$ cat src/rtl/load_store_unit.sv
// RV32I load/store initiator for a word-wide data memory.
// Byte/half stores use read-modify-write; loads return lane-formatted, extended data.
module load_store_unit #(
    parameter int unsigned MEM_BYTES = 1024
) (
    input  logic        clk,
    input  logic        rst,
    input  logic        req_valid,
    output logic        req_ready,
    input  logic        req_we,
    input  logic [2:0]  req_funct3,
    input  logic [31:0] req_addr,
    input  logic [31:0] req_wdata,
    output logic        resp_valid,
    output logic [31:0] resp_rdata,
    output logic        resp_fault,
    output logic [1:0]  resp_cause,
    output logic [31:0] mem_address,
    output logic [31:0] mem_write_data,
    output logic        mem_write_enable,
    output logic        mem_read_enable,
    input  logic [31:0] mem_read_data
);

    typedef enum logic [2:0] {IDLE, RD, RD_DATA, WR, RESP} state_t;

    localparam logic [1:0] CAUSE_NONE  = 2'b00;
    localparam logic [1:0] CAUSE_ALIGN = 2'b01;
    localparam logic [1:0] CAUSE_ILL   = 2'b10;
    localparam logic [1:0] CAUSE_RANGE = 2'b11;

    state_t      state;
    logic        we_p0;
    logic [2:0]  funct3_p0;
    logic [1:0]  lane_p0;
    logic [15:0] wdata_p0;
    logic [1:0]  accept_cause;

    function automatic logic [1:0] fault_cause(input logic we, input logic [2:0] f3,
                                               input logic [31:0] addr);
        logic [1:0] c;
        c = CAUSE_NONE;
        if (f3 == 3'b011 || f3 == 3'b110 || f3 == 3'b111 || (we && f3[2]))
            c = CAUSE_ILL;
        else if ((f3[1:0] == 2'b01 && addr[0]) || (f3[1:0] == 2'b10 && addr[1:0] != 2'b00))
            c = CAUSE_ALIGN;
        else if (addr >= 32'(MEM_BYTES))
            c = CAUSE_RANGE;
        return c;
    endfunction

    // Select the addressed lane and extend it; funct3[2] selects zero extension.
    function automatic logic [31:0] format_load(input logic [31:0] word, input logic [2:0] f3,
                                                input logic [1:0] lane);
        logic signed [7:0]  b;
        logic signed [15:0] h;
        logic [31:0]        r;
        case (lane)
            2'd0:    b = word[7:0];
            2'd1:    b = word[15:8];
            2'd2:    b = word[23:16];
            default: b = word[31:24];
        endcase
        h = lane[1] ? word[31:16] : word[15:0];
        case (f3[1:0])
            2'b00:   r = f3[2] ? {24'd0, b} : 32'(b);
            2'b01:   r = f3[2] ? {16'd0, h} : 32'(h);
            default: r = word;
        endcase
        return r;
    endfunction

    function automatic logic [31:0] merge_store(input logic [31:0] word, input logic [15:0] wd,
                                                input logic [2:0] f3, input logic [1:0] lane);
        logic [31:0] r;
        r = word;
        if (f3[1:0] == 2'b01) begin
            if (lane[1]) r[31:16] = wd;
            else         r[15:0]  = wd;
        end else begin
            case (lane)
                2'd0:    r[7:0]   = wd[7:0];
                2'd1:    r[15:8]  = wd[7:0];
                2'd2:    r[23:16] = wd[7:0];
                default: r[31:24] = wd[7:0];
            endcase
        end
        return r;
    endfunction

    assign accept_cause     = fault_cause(req_we, req_funct3, req_addr);
    assign req_ready        = (state == IDLE) && !rst;
    assign mem_read_enable  = (state == RD) && !rst;
    assign mem_write_enable = (state == WR) && !rst;
    assign resp_valid       = (state == RESP) && !rst;

    always_ff @(posedge clk) begin
        if (rst) begin
            state          <= IDLE;
            we_p0          <= 1'b0;
            funct3_p0      <= 3'd0;
            lane_p0        <= 2'd0;
            wdata_p0       <= 16'd0;
            mem_address    <= 32'd0;
            mem_write_data <= 32'd0;
            resp_rdata     <= 32'd0;
            resp_fault     <= 1'b0;
            resp_cause     <= CAUSE_NONE;
        end else begin
            case (state)
                IDLE: if (req_valid) begin
                    we_p0       <= req_we;
                    funct3_p0   <= req_funct3;
                    lane_p0     <= req_addr[1:0];
                    wdata_p0    <= req_wdata[15:0];
                    mem_address <= {req_addr[31:2], 2'b00};
                    if (accept_cause != CAUSE_NONE) begin
                        resp_fault <= 1'b1;
                        resp_cause <= accept_cause;
                        resp_rdata <= 32'd0;
                        state      <= RESP;
                    end else if (req_we && req_funct3 == 3'b010) begin
                        mem_write_data <= req_wdata;
                        state          <= WR;
                    end else begin
                        state <= RD;
                    end
                end
                RD: state <= RD_DATA;
                // Read word is on mem_read_data this cycle.
                RD_DATA: begin
                    if (we_p0) begin
                        mem_write_data <= merge_store(mem_read_data, wdata_p0, funct3_p0, lane_p0);
                        state          <= WR;
                    end else begin
                        resp_rdata <= format_load(mem_read_data, funct3_p0, lane_p0);
                        resp_fault <= 1'b0;
                        resp_cause <= CAUSE_NONE;
                        state      <= RESP;
                    end
                end
                WR: begin
                    resp_rdata <= 32'd0;
                    resp_fault <= 1'b0;
                    resp_cause <= CAUSE_NONE;
                    state      <= RESP;
                end
                RESP:    state <= IDLE;
                default: state <= IDLE;
            endcase
        end
    end

endmodule

$ cat config.mk
export PLATFORM = sky130hd
export DESIGN_NAME = load_store_unit
export DESIGN_NICKNAME = d
export VERILOG_FILES = /design/src/rtl/load_store_unit.sv
export SDC_FILE = /design/constraint.sdc
export NUM_CORES = 1
export LEC_CHECK = 0
export CORE_UTILIZATION = 42
export CTS_CLUSTER_SIZE = 10
export DETAILED_ROUTE_END_ITERATION = 8
export DONT_BUFFER_PORTS = 1
export PLACE_DENSITY = 0.57
export RECOVER_POWER = 25
export SYNTH_ARGS = -nofsm -noshare
export SYNTH_HDL_FRONTEND = slang
export SYNTH_SLANG_ARGS = --single-unit
export TNS_END_PERCENT = 50
$ cat constraint.sdc
create_clock -name clk -period 5.4 [get_ports clk]
set_clock_uncertainty 0.1 [all_clocks]
set_input_delay 0.54 -clock clk [delete_from_list [all_inputs] [get_ports clk]]
set_output_delay 0.54 -clock clk [all_outputs]
set_load 0.01 [all_outputs]
### After elaboration in Yosys (flattened, before gate mapping)

Index checks and enable logic that the tools add are counted.

| storage, ports and cells | value |
|---|---|
| bits in registers | 122 |
| latch bits | 0 |
| memory bits (writable) | 0 |
| bits in read-only memories | 0 |
| bits of input ports | 103 |
| output and inout bits | 103 |
| word-level logic and storage cells | 91 |
| memories kept | 0 |

| operators by class | value |
|---|---|
| $add $sub $neg | 0 |
| multipliers | 0 |
| divide/modulo/power cells | 0 |
| magnitude comparators | 1 |
| equality and inequality tests | 19 |
| shift operators | 0 |
| muxes and demuxes | 37 |
| bitwise gates (word level) | 0 |
| reduce and logical (&&, ||, !) cells | 24 |

Operators by type and width:

| kind | count |
|---|---|
| 32-bit two-way mux | 10 |
| 32-bit case mux with 2 select lines | 2 |
| 32-bit case mux with 3 select lines | 1 |
| 16-bit two-way mux | 3 |
| 32-bit by 11-bit greater-or-equal comparator with 1-bit output (second input constant) | 1 |
| 8-bit two-way mux | 4 |
| 8-bit case mux with 3 select lines | 1 |
| 2-bit two-way mux | 7 |
| 3-bit by 2-bit equality test with 1-bit output (second input constant) | 4 |
| 3-bit case mux with 4 select lines | 1 |
| 3-bit equality test (second input constant) | 3 |
| 3-bit two-way mux | 3 |
| 1-bit logical AND | 8 |
| 2-bit inequality test (second input constant) | 4 |
| 2-bit by 1-bit equality test with 1-bit output (second input constant) | 3 |
| 2-bit case mux with 3 select lines | 1 |
| 2-bit nonzero test | 3 |
| 5-bit AND reduction | 1 |
| 2-bit equality test (second input constant) | 2 |
| 2-bit logical NOT | 2 |
| 1-bit logical OR | 4 |
| 2-bit by 1-bit inequality test with 1-bit output (second input constant) | 2 |
| 4-bit AND reduction | 1 |
| 3-bit by 1-bit equality test with 1-bit output (second input constant) | 1 |
| 7 further kinds | 9 |

### Logic depth before layout (Yosys ltp)

Gate-level depths: netlist of the first run.

| depth | value |
|---|---|
| word-level depth | 9 |
| gate-level depth with buffers | 9 |
| gate-level depth less buffers | 5 |

### Worst setup path before layout of the first run

Ideal clock, no wire load.

| timing | value |
|---|---|
| path kind | input port to flip-flop |
| start point | input req_addr[27] |
| end point | register resp_cause[0] |
| library setup time | 0.121 ns |
| arrival time | 2.279 ns |
| data required time | 5.179 ns |
| path slack | 2.900 ns |
| stages | 6 |
| buffers on the path | 1 |
| path through | nor4_1 nand4_1 or4b_1 o21ai_1 buf_4 mux2_2 |

| on the way | value |
|---|---|
| word-level cells in the longest chain between the ends | 7 |
| elaborated cells on any way between the ends | 10 |
| classes of those cells | order compare (1); eq/ne (1); mux (6); reduce/logical (2) |

RTL lines:

| element | RTL line | text |
|---|---|---|
| start, declared | 12 | `input logic [31:0] req_addr,` |
| 32-bit by 11-bit greater-or-equal comparator with 1-bit output * | 47 | `else if (addr >= 32'(MEM_BYTES))` |
| 2-bit two-way mux * | 47 |  |
| 2-bit two-way mux * | 45 | `else if ((f3[1:0] == 2'b01 && addr[0]) \|\| (f3[1:0] == 2'b10 && addr[1:0] != 2'b00))` |
| 2-bit two-way mux * | 43 | `if (f3 == 3'b011 \|\| f3 == 3'b110 \|\| f3 == 3'b111 \|\| (we && f3[2]))` |
| 2-bit two-way mux / 2-bit nonzero test (equally long branches) | 117 | `if (accept_cause != CAUSE_NONE) begin` |
| 2-bit two-way mux / 2-bit by 1-bit inequality test with 1-bit output (equally long branches) | - |  |
| 2-bit case mux with 3 select lines / 4-bit AND reduction (equally long branches) | - |  |
| end signal, assigned | 119 | `resp_cause <= accept_cause;` |
| end, declared | 17 | `output logic [1:0] resp_cause,` |

Mark *: on every way between the ends. The rest lies on a longest branch, timed or not. The select of a mux whose other input is x is not followed.
A chain may end at the register's enable or synchronous reset.

### Worst setup path after layout of the first run

| timing | value |
|---|---|
| start point | register state[1] |
| end point | register mem_write_data[26] |

| on the way | value |
|---|---|
| word-level cells in the longest chain between the ends | 3 |
| elaborated cells on any way between the ends | 9 |
| classes of those cells | eq/ne (5); mux (1); reduce/logical (3) |

RTL lines:

| element | RTL line | text |
|---|---|---|
| start, declared | 32 | `state_t state;` |
| start signal, assigned | 99 | `state <= IDLE;` |
| start signal, assigned | 121 | `state <= RESP;` |
| start signal, assigned | 124 | `state <= WR;` |
| 3-bit by 2-bit equality test with 1-bit output / 3-bit logical NOT (equally long branches) | 110 | `case (state)` |
| 2-bit inequality test (no line) (tied with other cells) | - |  |
| 5-bit AND reduction (no line) | - |  |
| end signal, assigned | 123 | `mem_write_data <= req_wdata;` |
| end signal, assigned | 133 | `mem_write_data <= merge_store(mem_read_data, wdata_p0, funct3_p0, lane_p0);` |
| end, declared | 19 | `output logic [31:0] mem_write_data,` |

Parallel ways exist; a longest one is shown, timed or not.

==> run_results.csv, run 1 <==
group,metric,value,unit
pwr,pwr-share-comb,7.2,%
route,antenna_left,0,
clocking,post-cts-setup-buffers,0,
sta,finalCritPeriodShare,57.9,%
pwr,clkPwrFrac,51.2,%
synthesis,synthDistinctLibCells,50,
min_path,hold_class,"input pin to flip-flop",
clocking,cts-root-buf,"clkbuf_16",
place,portBuffers,0,
clocking,ctsResizeCount,0,
synthesis,syn_inst,725,
critical_path,crit_path_start_kind,"flip-flop",
sta,period_needed,3.13,ns
route,totalWireLength,18900,µm
route,dr.pass1.iters,7,
synthesis,synth_top_area_share,41.0,%
die,die_h,121,µm
die,num_rows,43,
job,cap_violations,0,
route,wl_per_cell,21.5,µm
place,hpwl,13200,µm
die,coreArea,13900,µm²
sta,worst_slew_pin_slew,1.24,ns
place,dp_cells,846,
sta,hold_viol,0,
clocking,clockBufferDepth,2,
sta,rsz0062_at_grt,"false",
place,gp_congestion,0.862,
grt,grt-ovfl-total,0,
grt,grt_max_degree,99,
critical_path,cpMaxStageDelayCell,"nand2_1",
route,drc_errors,0,
die,io_pins,206,
sta,fin_hold_ws,0.117,ns
synthesis,synth_ff_type,"dfxtp_1",
clocking,path_clk_slew,0.06,ns
critical_path,max_stage_delay,0.86,ns
pwr,p_per_area,350,nW/µm²
critical_path,worst-path-stages,5,
die,die_area,14700,µm²
route,num_vias,5271,
finish,post-route-util,47.5,%
clocking,clock-sinks,122,
min_path,whs_path_depth,1,
synthesis,synth_seq_cells,122,
critical_path,critical-path-top-delay-family,"simple AND/OR/NAND/NOR gates",
synthesis,synth_seq_area_share,41.0,%
synthesis,yosysTopAreaCell,"dfxtp_1",
synthesis,syn_area,5960,µm²
synthesis,synth_area_leaders,"dfxtp_1 (41%), nand2_1 (9.9%), mux2i_1 (5.7%), a21oi_1 (4.9%), nand4_1 (3.8%)",
die,initial_core_util,43.0,%
route,viasPerCell,6.00,
clocking,cts_tree,"built",
clocking,cts_hold_buf,0,
sta,fmax,320,MHz
grt,grt_pass1_wl,28700,µm
critical_path,cp_max_fo,54,
synthesis,synthArstFlopShare,0,%
synthesis,synth-edff-count,0,
sta,drv_slew,0,
pwr,p_int,0.00173,W
finish,layout-drive-gt1-share,10.0,%
pwr,peakVddDrop,0.000261,V
die,die_w,121,µm
synthesis,syn-mean-instance-area,8.22,µm²
finish,instances_no_fill,878,
pwr,p_switching,0.000577,W
critical_path,end_kind,"flip-flop",
critical_path,critical_path_class,"flip-flop to flip-flop",
clocking,clock_latency,0.42,ns
pwr,leakage,2.43,nW
clocking,h-tree-depth,4,
critical_path,critPathBufInv,1,
grt,antenna_found_initial,0,
synthesis,synth_warnings,0,
sta,slew_headroom,16.9,%
grt,grt_usage,26.0,%
critical_path,path_cells,"nor3b_4 > buf_4 > nand2_1 > and2_4 > o31ai_2",
sta,finalSetupTns,0,ns
critical_path,crit_required,5.63,ns
route,drt-initial-drc-count,327,
outcome,status,"finished, final reports clean",
finish,num_antenna_cells,0,
critical_path,arrival,3.36,ns
finish,fin_nets,788,
finish,area_growth,10.5,%
sta,finalSetupViolations,0,
pwr,p_seq_share,41.6,%
grt,grt_pass1_vias,5176,
critical_path,rr_worst_depth,5,
clocking,cts_buffers,17,
pwr,switching_share,25.1,%
[synthesized netlist by cell type (2+ instances only)]
cell type    n
a22oi_1      8
nand2b_1    25
mux2i_1     34
o21ai_0     24
a21oi_1     58
nor2_1      32
nor4_1       5
o221ai_1    17
a21oi_2      2
o31ai_2     14
or2_2        2
buf_2        4
a22o_1      18
mux2_2       9
o31a_1       7
nor3_1       3
dfxtp_1    122
nand2_1    157
nand4_1     36
and2_1       3
buf_6        3
inv_1       13
nor2b_1     13
o2bb2ai_1    6
clkbuf_1    50
and3_1       3
a211o_1     16
o21ai_1      5
nand3b_1     2
buf_4        3
o31ai_1      3
buf_1        3
a31oi_1      8
[cell type report]
| cell class | instances | area [µm²] |
|---|---|---|
| fill | 1336 | 7290 |
| multi-input combinational | 526 | 3220 |
| tap | 180 | 225 |
| clock inverter | 15 | 193 |
| timing repair buffer | 4 | 30.0 |
| clock buffer | 17 | 425 |
| sequential | 122 | 2440 |
| inverter | 14 | 52.6 |
[worst register-to-register path: stages, from the launching register on]
cell and delay, ns:
dfxtp_1 0.48, nor3b_4 0.24, buf_4 0.48, nand2_1 0.87
and2_4 0.58, o31ai_2 0.28
[layer usage]
metal  global-route usage, %  vias up  routed length (µm)
li1                        -     2505                   -
met2                    43.7      229                9240
met3                    11.1       28                1940
met1                    29.4     2509                7390
met4                    8.64        0                 280
met5                       0        -                   0
[path summary, 6_finish.rpt]
check,startpoint,endpoint,slack [ns]
min,rst,funct3_p0[2],0.12
max reg2reg,state[1],mem_write_data[26],2.27
min reg2reg,wdata_p0[14],wdata_p0[14],0.36
max,state[1],mem_write_data[26],2.27
[flip-flops by register name (all words and copies together), names as in the netlist, 2 cells and up]
register / count
funct3_p0: 3
lane_p0: 2
mem_address: 30
mem_write_data: 32
resp_cause: 2
resp_rdata: 32
state: 3
wdata_p0: 16
[kinds of logic (layout without fill, tap and decap cells)]
kind of cell | Yosys count | in the layout | share of synthesized area, %
flops | 122 | 122 | 41.0
other cells | 1 | 2 | 0.0629
mux | 44 | 44 | 7.79
compound gates | 191 | 191 | 22.9
xor+xnor | 1 | 1 | 0.147
simple gates | 288 | 288 | 22.5
buf+inv | 78 | 50 | 5.58
[power groups by stage]
stage               registers (W)  clock network (W)  logic, W
global placement         0.000977                  0  0.000162
finish                   0.000958            0.00118  0.000166
detailed placement       0.000977                  0  0.000167
floorplan                0.000966                  0  0.000150
global route             0.000961            0.00124  0.000185
CTS                      0.000958            0.00120  0.000167
[stage by stage]
step | cell area (µm²) | setup WS [ns] | total power [W]
floorplan | 5970 | 2.90 | 0.00112
global placement | 5970 | 2.06 | 0.00114
detailed placement | 5970 | 2.01 | 0.00114
CTS | 6590 | 2.20 | 0.00232
global route | 6590 | 2.02 | 0.00239
finish | 6590 | 2.27 | 0.00230
[placed cells by master (no fill, tap or decap), types with 5 or more instances in the layout]
cell,count
a31oi_1,8
o21ai_1,5
a211o_1,16
dfxtp_1,122
nand2b_1,25
a22oi_1,8
nand4_1,36
nor2b_1,13
nand2_1,156
clkinv_4,6
clkbuf_16,17
o31ai_2,14
o221ai_1,17
nor2_1,32
inv_1,13
o21ai_0,24
a21oi_1,58
o31a_1,7
a22o_1,18
nor4_1,5
mux2i_1,34
o2bb2ai_1,6
mux2_2,9
No activity file was read; power rests on OpenSTA's default activity.
==> inputs of run 2 (changes only) <==
clock period = 3.25 ns   (was 5.4 ns; I/O delays follow)
==> run 2 against run 1 <==
Via count grew 6.4%. Setup slack got worse by 1.6 ns. Global-route usage rose by 1.7 points. Maximum frequency grew 22%. Sequential power grew 66%. Non-clock buffer count is 66 higher. Critical path type unchanged. Highest routed layer unchanged.
==> run_results.csv, run 2 (synthesis gave the netlist of run 1 again) <==
group,metric,value,unit
outcome,status,"finished, final reports clean",
finish,area_growth,22.4,%
critical_path,rr_worst_depth,5,
finish,layout-drive-gt1-share,10.6,%
grt,grt_usage,27.7,%
route,wl_per_cell,21.1,µm
finish,final_cell_mix,"nand2_1 (156), dfxtp_1 (122), a21oi_1 (58)",
place,gp_congestion,0.910,
place,hpwl,13400,µm
finish,post-route-util,52.6,%
die,coreArea,13900,µm²
finish,final_common_cell,"nand2_1",
critical_path,reg2reg_slack,0.68,ns
critical_path,cp_max_fo,52,
grt,grt_pass1_vias,5397,
sta,period_needed,2.57,ns
critical_path,path_cells,"nor3_2 > nand2_2 > nand2_1 > a21oi_1 > dlygate4sd3_1",
clocking,clock-sinks,122,
grt,grt_max_degree,82,
die,die_h,121,µm
clocking,cts_buffers,17,
min_path,min_to,"mem_address[14]",
clocking,h-tree-depth,4,
route,dr.pass1.iters,5,
critical_path,arrival,2.78,ns
critical_path,reg2reg_to,"mem_address[16]",
route,drc_errors,0,
clocking,clockBufferDepth,2,
die,num_rows,43,
sta,fin_hold_ws,0.00757,ns
grt,antenna_found_initial,0,
pwr,p_per_area,562,nW/µm²
clocking,cts_tree,"built",
sta,final.setup.worst_slack,0.685,ns
route,viasPerCell,5.94,
finish,fin_nets,854,
route,antenna_left,0,
sta,finalCritPeriodShare,78.9,%
die,io_pins,206,
clocking,path_clk_slew,0.06,ns
sta,finalSetupTns,0,ns
critical_path,cp-startpoint,"state[0]",
min_path,whs_path_depth,2,
min_path,hold_class,"input pin to flip-flop",
critical_path,crit_path_start_kind,"flip-flop",
grt,grt-ovfl-total,0,
finish,reg.largest.list,"mem_write_data: 32 flops, resp_rdata: 32 flops, mem_address: 30 flops",
clocking,clock_latency,0.42,ns
place,portBuffers,0,
sta,worst_slew_pin_slew,1.07,ns
pwr,leakage,2.74,nW
critical_path,cpMaxStageDelayCell,"nand2_2",
critical_path,crit_required,3.46,ns
critical_path,end_kind,"flip-flop",
route,drt-initial-drc-count,386,
pwr,peakVddDrop,0.000350,V
sta,fmax,390,MHz
place,place_ws,0.670,ns
clocking,post-cts-setup-buffers,0,
sta,hold_viol,0,
route,num_vias,5606,
min_path,hold_start,"req_addr[14]",
job,cap_violations,0,
critical_path,max_stage_delay,0.68,ns
critical_path,critical_path_class,"flip-flop to flip-flop",
clocking,cts-root-buf,"clkbuf_16",
sta,finalSetupViolations,0,
grt,grt_pass1_wl,30400,µm
die,die_w,121,µm
die,die_area,14700,µm²
finish,num_antenna_cells,0,
critical_path,r2r-start,"state[0]",
route,totalWireLength,20000,µm
sta,drv_slew,0,
place,post_dp_cell_area,6040,µm²
die,initial_core_util,43.0,%
sta,slew_headroom,28.6,%
finish,design_area,7300,µm²
clocking,cts_hold_buf,56,
clocking,ctsResizeCount,0,
sta,rsz0062_at_grt,"false",
-- run 2: cell count changes in the layout (fill, tap and decap cells not counted), sizes merged --
cell,delta
dlygate4sd3,+55
buf,+11
inv,-4
bufinv,+3
clkinvlp,+3
clkinv,-2
-- run 2: layout make-up --
class / count / area, µm²
clock buffers: 17 / 425
well taps: 180 / 225
inverters: 14 / 52.6
repair buffers: 70 / 683
multi-input cells: 526 / 3220
fillers: 1271 / 6580
clock inverters: 15 / 249
flip-flops and latches: 122 / 2440
-- run 2: routing by layer --
metal  track usage (%)  share of wire [%]  vias to the layer above
met4              10.1                2.0                        0
met2              47.2                 49                      252
li1                  -                  -                     2643
met5                 0                  0                        -
met3              10.1                 10                       30
met1              31.6                 39                     2681
-- run 2: where the power goes --
group,switching [W],internal (W)
Combinational,0.000207,0.000163
Clock,0.000710,0.00144
Sequential,0.0000466,0.00154
-- run 2: worst max-delay path, delay by kind of cell (launching register included) --
kind | cells | cell delay [ns]
AND/OR/NAND/NOR | 3 | 1.30
flip-flops | 1 | 0.39
buffers and inverters | 1 | 0.57
AO/OA/AOI/OAI | 1 | 0.09
-- run 2: how the worst max path moves through the flow --
stage | endpoint | slack, ns
finish | mem_address[16] | 0.68
floorplan | resp_cause[0] | 0.97
CTS | mem_address[16] | 0.73
global route | mem_address[16] | 0.58
detailed placement | resp_rdata[10] | 0.67
global placement | resp_rdata[11] | 0.67
-- run 2: stage by stage --
step,instances,total power (W)
2_1_floorplan,726,0.00186
3_3_place_gp,856,0.00190
3_5_place_dp,856,0.00191
4_1_cts,944,0.00413
5_1_grt,944,0.00425
6_report,944,0.00410
